==> config.mk <==
export PLATFORM = sky130hd
export DESIGN_NAME = multicycle_control
export DESIGN_NICKNAME = d
export VERILOG_FILES = /design/src/rtl/multicycle_control.sv
export SDC_FILE = /design/constraint.sdc
export NUM_CORES = 1
export LEC_CHECK = 0
export BUFFER_PORTS_ARGS = -buffer_cell sky130_fd_sc_hd__buf_4
export CAP_MARGIN = 10
export CORE_MARGIN = 4
export CORE_UTILIZATION = 55
export CTS_BUF_LIST = sky130_fd_sc_hd__clkbuf_4
export DETAILED_ROUTE_END_ITERATION = 12
export PLACE_DENSITY = 0.84
export RECOVER_POWER = 50
export SYNTH_ARGS = -nofsm -noshare
export SYNTH_HDL_FRONTEND = slang
export SYNTH_SLANG_ARGS = --single-unit
==> constraint.sdc <==
create_clock -name clk -period 4.3 [get_ports clk]
set_input_delay 0.86 -clock clk [delete_from_list [all_inputs] [get_ports clk]]
set_output_delay 0.86 -clock clk [all_outputs]
set_load 0.02 [all_outputs]
==> src/rtl/multicycle_control.sv <==
// multicycle_control: main control FSM of the multicycle CPU.
// Steps each instruction through fetch/decode/execute/memory/writeback,
// drives PC, memory, IR, register-file and ALU-mux controls, counts
// retired instructions and flags illegal opcodes.
// Optional feature macro: MC_CTRL_ADDI_EN (adds the addi execute/writeback
// states 10 and 11; without it OP_ADDI is treated as illegal).
module multicycle_control #(
    parameter logic [5:0]  OP_RTYPE = 6'b000000,
    parameter logic [5:0]  OP_LW    = 6'b100011,
    parameter logic [5:0]  OP_SW    = 6'b101011,
    parameter logic [5:0]  OP_BEQ   = 6'b000100,
    parameter logic [5:0]  OP_J     = 6'b000010,
    parameter logic [5:0]  OP_ADDI  = 6'b001000,
    parameter int unsigned CNT_W    = 32
) (
    input  logic             clk,
    input  logic             reset,
    input  logic [5:0]       opcode,
    input  logic             mem_ready,
    output logic             pc_write,
    output logic             pc_write_cond,
    output logic [1:0]       pc_source,
    output logic             i_or_d,
    output logic             mem_read,
    output logic             mem_write,
    output logic             ir_write,
    output logic             mem_to_reg,
    output logic             reg_write,
    output logic             reg_dst,
    output logic             alu_src_a,
    output logic [1:0]       alu_src_b,
    output logic [1:0]       alu_op,
    output logic             instr_done,
    output logic             illegal_op,
    output logic [CNT_W-1:0] retired,
    output logic [3:0]       state
);

    localparam logic [3:0] S_FETCH     = 4'd0;
    localparam logic [3:0] S_DECODE    = 4'd1;
    localparam logic [3:0] S_MEM_ADDR  = 4'd2;
    localparam logic [3:0] S_MEM_READ  = 4'd3;
    localparam logic [3:0] S_MEM_WB    = 4'd4;
    localparam logic [3:0] S_MEM_WRITE = 4'd5;
    localparam logic [3:0] S_EXECUTE   = 4'd6;
    localparam logic [3:0] S_RTYPE_WB  = 4'd7;
    localparam logic [3:0] S_BRANCH    = 4'd8;
    localparam logic [3:0] S_JUMP      = 4'd9;
`ifdef MC_CTRL_ADDI_EN
    localparam logic [3:0] S_ADDI_EXEC = 4'd10;
    localparam logic [3:0] S_ADDI_WB   = 4'd11;
`endif

    logic [3:0]       r_state;
    logic [3:0]       w_next;
    logic             w_done;
    logic             w_illegal;
    logic [CNT_W-1:0] r_retired;

    // Next-state selection plus the instruction-complete and illegal pulses
    always_comb begin
        w_next    = S_FETCH;
        w_done    = 1'b0;
        w_illegal = 1'b0;
        case (r_state)
            S_FETCH:     w_next = mem_ready ? S_DECODE : S_FETCH;
            S_DECODE: begin
                if (opcode == OP_LW || opcode == OP_SW) begin
                    w_next = S_MEM_ADDR;
                end else if (opcode == OP_RTYPE) begin
                    w_next = S_EXECUTE;
                end else if (opcode == OP_BEQ) begin
                    w_next = S_BRANCH;
                end else if (opcode == OP_J) begin
                    w_next = S_JUMP;
`ifdef MC_CTRL_ADDI_EN
                end else if (opcode == OP_ADDI) begin
                    w_next = S_ADDI_EXEC;
`else
                end else if (opcode == OP_ADDI) begin
                    w_illegal = 1'b1;
`endif
                end else begin
                    w_illegal = 1'b1;
                end
            end
            // Only lw/sw reach here, so anything that is not sw is the load
            S_MEM_ADDR:  w_next = (opcode == OP_SW) ? S_MEM_WRITE : S_MEM_READ;
            S_MEM_READ:  w_next = mem_ready ? S_MEM_WB : S_MEM_READ;
            S_MEM_WB:    w_done = 1'b1;
            S_MEM_WRITE: begin
                w_next = mem_ready ? S_FETCH : S_MEM_WRITE;
                w_done = mem_ready;
            end
            S_EXECUTE:   w_next = S_RTYPE_WB;
            S_RTYPE_WB:  w_done = 1'b1;
            S_BRANCH:    w_done = 1'b1;
            S_JUMP:      w_done = 1'b1;
`ifdef MC_CTRL_ADDI_EN
            S_ADDI_EXEC: w_next = S_ADDI_WB;
            S_ADDI_WB:   w_done = 1'b1;
`endif
            default:     w_next = S_FETCH;
        endcase
    end

    // State register, cleared to FETCH asynchronously
    always_ff @(posedge clk or negedge reset) begin
        if (!reset) begin
            r_state <= S_FETCH;
        end else begin
            r_state <= w_next;
        end
    end

    // Retired-instruction counter, wraps naturally at 2^CNT_W
    always_ff @(posedge clk or negedge reset) begin
        if (!reset) begin
            r_retired <= '0;
        end else if (w_done) begin
            r_retired <= r_retired + CNT_W'(1);
        end
    end

    // Moore control decode; reset gates every strobe so FETCH's read
    // strobe never shows while reset is held
    always_comb begin
        pc_write      = 1'b0;
        pc_write_cond = 1'b0;
        pc_source     = 2'b00;
        i_or_d        = 1'b0;
        mem_read      = 1'b0;
        mem_write     = 1'b0;
        ir_write      = 1'b0;
        mem_to_reg    = 1'b0;
        reg_write     = 1'b0;
        reg_dst       = 1'b0;
        alu_src_a     = 1'b0;
        alu_src_b     = 2'b00;
        alu_op        = 2'b00;
        instr_done    = w_done;
        illegal_op    = w_illegal;
        case (r_state)
            S_FETCH: begin
                mem_read  = 1'b1;
                ir_write  = mem_ready;
                pc_write  = mem_ready;
                alu_src_b = 2'b01;
            end
            S_DECODE:    alu_src_b = 2'b11;
            S_MEM_ADDR: begin
                alu_src_a = 1'b1;
                alu_src_b = 2'b10;
            end
            S_MEM_READ: begin
                mem_read = 1'b1;
                i_or_d   = 1'b1;
            end
            S_MEM_WB: begin
                reg_write  = 1'b1;
                mem_to_reg = 1'b1;
            end
            S_MEM_WRITE: begin
                mem_write = 1'b1;
                i_or_d    = 1'b1;
            end
            S_EXECUTE: begin
                alu_src_a = 1'b1;
                alu_op    = 2'b10;
            end
            S_RTYPE_WB: begin
                reg_write = 1'b1;
                reg_dst   = 1'b1;
            end
            S_BRANCH: begin
                alu_src_a     = 1'b1;
                alu_op        = 2'b01;
                pc_write_cond = 1'b1;
                pc_source     = 2'b01;
            end
            S_JUMP: begin
                pc_write  = 1'b1;
                pc_source = 2'b10;
            end
`ifdef MC_CTRL_ADDI_EN
            S_ADDI_EXEC: begin
                alu_src_a = 1'b1;
                alu_src_b = 2'b10;
            end
            S_ADDI_WB:   reg_write = 1'b1;
`endif
            default: ;
        endcase
        if (!reset) begin
            pc_write      = 1'b0;
            pc_write_cond = 1'b0;
            pc_source     = 2'b00;
            i_or_d        = 1'b0;
            mem_read      = 1'b0;
            mem_write     = 1'b0;
            ir_write      = 1'b0;
            mem_to_reg    = 1'b0;
            reg_write     = 1'b0;
            reg_dst       = 1'b0;
            alu_src_a     = 1'b0;
            alu_src_b     = 2'b00;
            alu_op        = 2'b00;
            instr_done    = 1'b0;
            illegal_op    = 1'b0;
        end
    end

    assign retired = r_retired;
    assign state   = r_state;

endmodule

==> run metrics <==
core area=3337 um^2; # nets final=256; Final WS setup=roughly 960 ps; cell area after synthesis=1889 um^2; die area=4437 um^2; flops & latches, synth=36; Req. time, crit path=around 3400 ps; Initial Utilization=56.62%; worst slew pin tran=roughly 640 ps; Overflow after GRT=0; die width=between 60 and 70 um; WS Path Type=reg2out; CTS max path bufs=2; RSZ-0062 raised after global routing=false; vias in the first global route=1596; top cell type by total area after synthesis=dfrtp_1; CTS tree=built; Peak VDD IR=0.0003180 V; setup TNS=0 ps; post-synthesis sequential area ratio=between 40% and 50%; Crit. End Element=primary output; Hold Crit Class=reg2reg; worst skew pair latency=between 300 and 400 ps; Post-Syn Nets=194; Worst Setup Start Kind=register; Root Buffer=clkbuf_4; PwrDens=about 390 nW/um^2; Placement Setup Slack=~1200 ps; Synth Instances=approximately 180; largest net degree at the start of global routing=42; CP max stage delay=610 ps; Finished Layout Cells=about 300; CTS H-tree lvls=2; CP Max Fanout=20; Layout area overhead=23.64%; CTS clk-pin slew, worst paths=between 100 and 150 ps; I/O Buffers=between 60 and 70; clock skew=approximately 5.5 ps; Final setup violation count=0; I/O pin count=between 60 and 70; critical path cell sequence=nor2b_1, a31oi_1, nand2_1, and2_1, buf_4; all-layer global routing usage=approximately 20%; global-route wire length before repair=between 6 and 7 mm; area fraction of the dominant cell type after synthesis=47.68%; total CTS buffers=5; syn avg cell area=a little over 10 um^2; DRC errors left=0; ant diodes=0; max-cap violation count=0; Die H=between 60 and 70 um; CP max stage cell=dfrtp_1; CTS Sinks=36; largest cells by area after synthesis=dfrtp_1 48%, xnor2_1 13%, nand3_1 4.0%, nand2_1 3.0%, nand4_1 3.0%; vias post-DR=1595; drt total wl=roughly 4.1 mm; Pwr Total=between 900 and 1000 uW; f_max=0.2996 GHz; yosys synthesis warning count=0; first-pass iteration count of the detailed router=4; Final Cycle Share=between 70% and 80%; # resized after CTS=0; Final Hold Vio Count=0; HPWL Detailed=between 3 and 4 mm; Inst Count DP=between 200 and 300; Fin Hold WS=around 470 ps; Post-CTS Hold Fix Bufs=0; layout cells sized above 1=21.14%; Worst slew margin=57.14%; data arrival time of the critical path=around 2500 ps; leakage=between 0.001 and 0.0015 uW; outcome=complete, no violations; vias per cell=about 5.5; Final Max Slew Viols=0; Post-CTS Setup Bufs=0; distinct cell type count after synthesis=40; Antenna Nets Post-Route=0; Tmin final=about 3300 ps; DR WL/cell=approximately 14 um; num rows=21; Initial DRC Count=85; initial antenna violation count=0; Final Wtd Congestion=roughly 0.76
[layer usage]
layer	GRT usage [%]	up-vias	wire (um)	part of all wire, %
met5	0	-	0	0
met4	9.645	0	75	1.8
met1	25.32	771	1845	44
met2	33.66	50	1950	47
li1	-	767	-	-
met3	4.384	7	278	6.7
[synth_stat cells]
cell type,n
a31oi_1,1
buf_4,1
dfrtp_1,36
inv_2,1
nor4_1,1
buf_2,1
a32oi_1,1
or2_2,1
nor2_1,8
buf_6,1
inv_1,2
and3b_1,1
mux2_2,2
nand3_1,15
nand3b_1,1
nor3_1,6
a221oi_1,1
clkbuf_2,1
nand2b_1,5
o22ai_1,1
ha_1,1
mux2i_1,2
xor2_1,4
and4_1,3
buf_1,3
and3_1,7
o211ai_1,1
xnor2_1,29
nor3b_1,4
o21bai_1,2
or4b_1,1
or4_1,1
nor2b_1,3
and2_1,3
nand4_1,9
a21oi_1,5
a211oi_4,2
nand2_1,15
o22a_1,1
clkbuf_1,1
[layout by cell type, fill, tap and decap left out, types with 3 or more instances in the layout]
cell / count
nor3b_1: 4
and2_1: 3
nand3_1: 15
clkbuf_4: 8
dfrtp_1: 36
nand2b_1: 5
clkbuf_1: 24
a21oi_1: 5
xnor2_1: 29
nand4_1: 9
nand2_1: 15
xor2_1: 4
nor3_1: 6
nor2_1: 8
and3_1: 7
buf_4: 37
nor2b_1: 3
and4_1: 3
[kinds of logic after synthesis]
| group | synth area share (%) |
|---|---|
| XOR/XNOR | 15.30 |
| adder cells (fa/ha/maj) | 0.6621 |
| multiplexers | 2.252 |
| AND/OR/NAND/NOR | 24.50 |
| buffers and inverters | 2.913 |
| flip-flops | 47.68 |
| AO/OA/AOI/OAI | 6.689 |
[sequential cells by signal (all words and copies together) (netlist names)]
| register | count |
|---|---|
| state | 4 |
| retired | 32 |
[per-stage QoR]
step / util (%) / cell area, um^2
floorplan: - / 1889
global placement: 71.20 / 2376
detailed placement: 71.20 / 2376
CTS: 72.70 / 2426
global route: 70.00 / 2336
finish: 70.00 / 2336
[worst max-delay path, delay by kind of cell, from the launching register on]
kind | cells | cell delay (ps)
flops | 1 | 610
simple gates | 3 | 840
compound gates | 1 | 540
buf+inv | 1 | 150
[where the power goes]
part	internal (uW)	switching [uW]
logic	128	173
clock network	66.6	107
registers	363	69.2
total	557	349
[layout make-up]
class / count / area [um^2]
multi-input cells: 137 / 933.4
well taps: 46 / 57.56
clock inverters: 1 / 5.005
flip-flops and latches: 36 / 900.9
clock buffers: 6 / 45.04
fillers: 302 / 1001
repair buffers: 63 / 382.9
inverters: 3 / 11.26
[path summary, 6_finish.rpt]
path,depth (start not counted),slack (ps),end,from
setup / recovery,5,960,instr_done,state[1]$_DFF_PN0_
hold / removal,1,470,retired[31]$_DFFE_PN0P_,retired[31]$_DFFE_PN0P_
setup reg to reg,5,1970,retired[30]$_DFFE_PN0P_,state[1]$_DFF_PN0_
hold reg to reg,1,470,retired[31]$_DFFE_PN0P_,retired[31]$_DFFE_PN0P_
max in group asynchronous,2,3370,retired[23]$_DFFE_PN0P_,reset
min in group asynchronous,2,600,retired[11]$_DFFE_PN0P_,reset
Note: power is estimated with default switching activity, not from simulation.
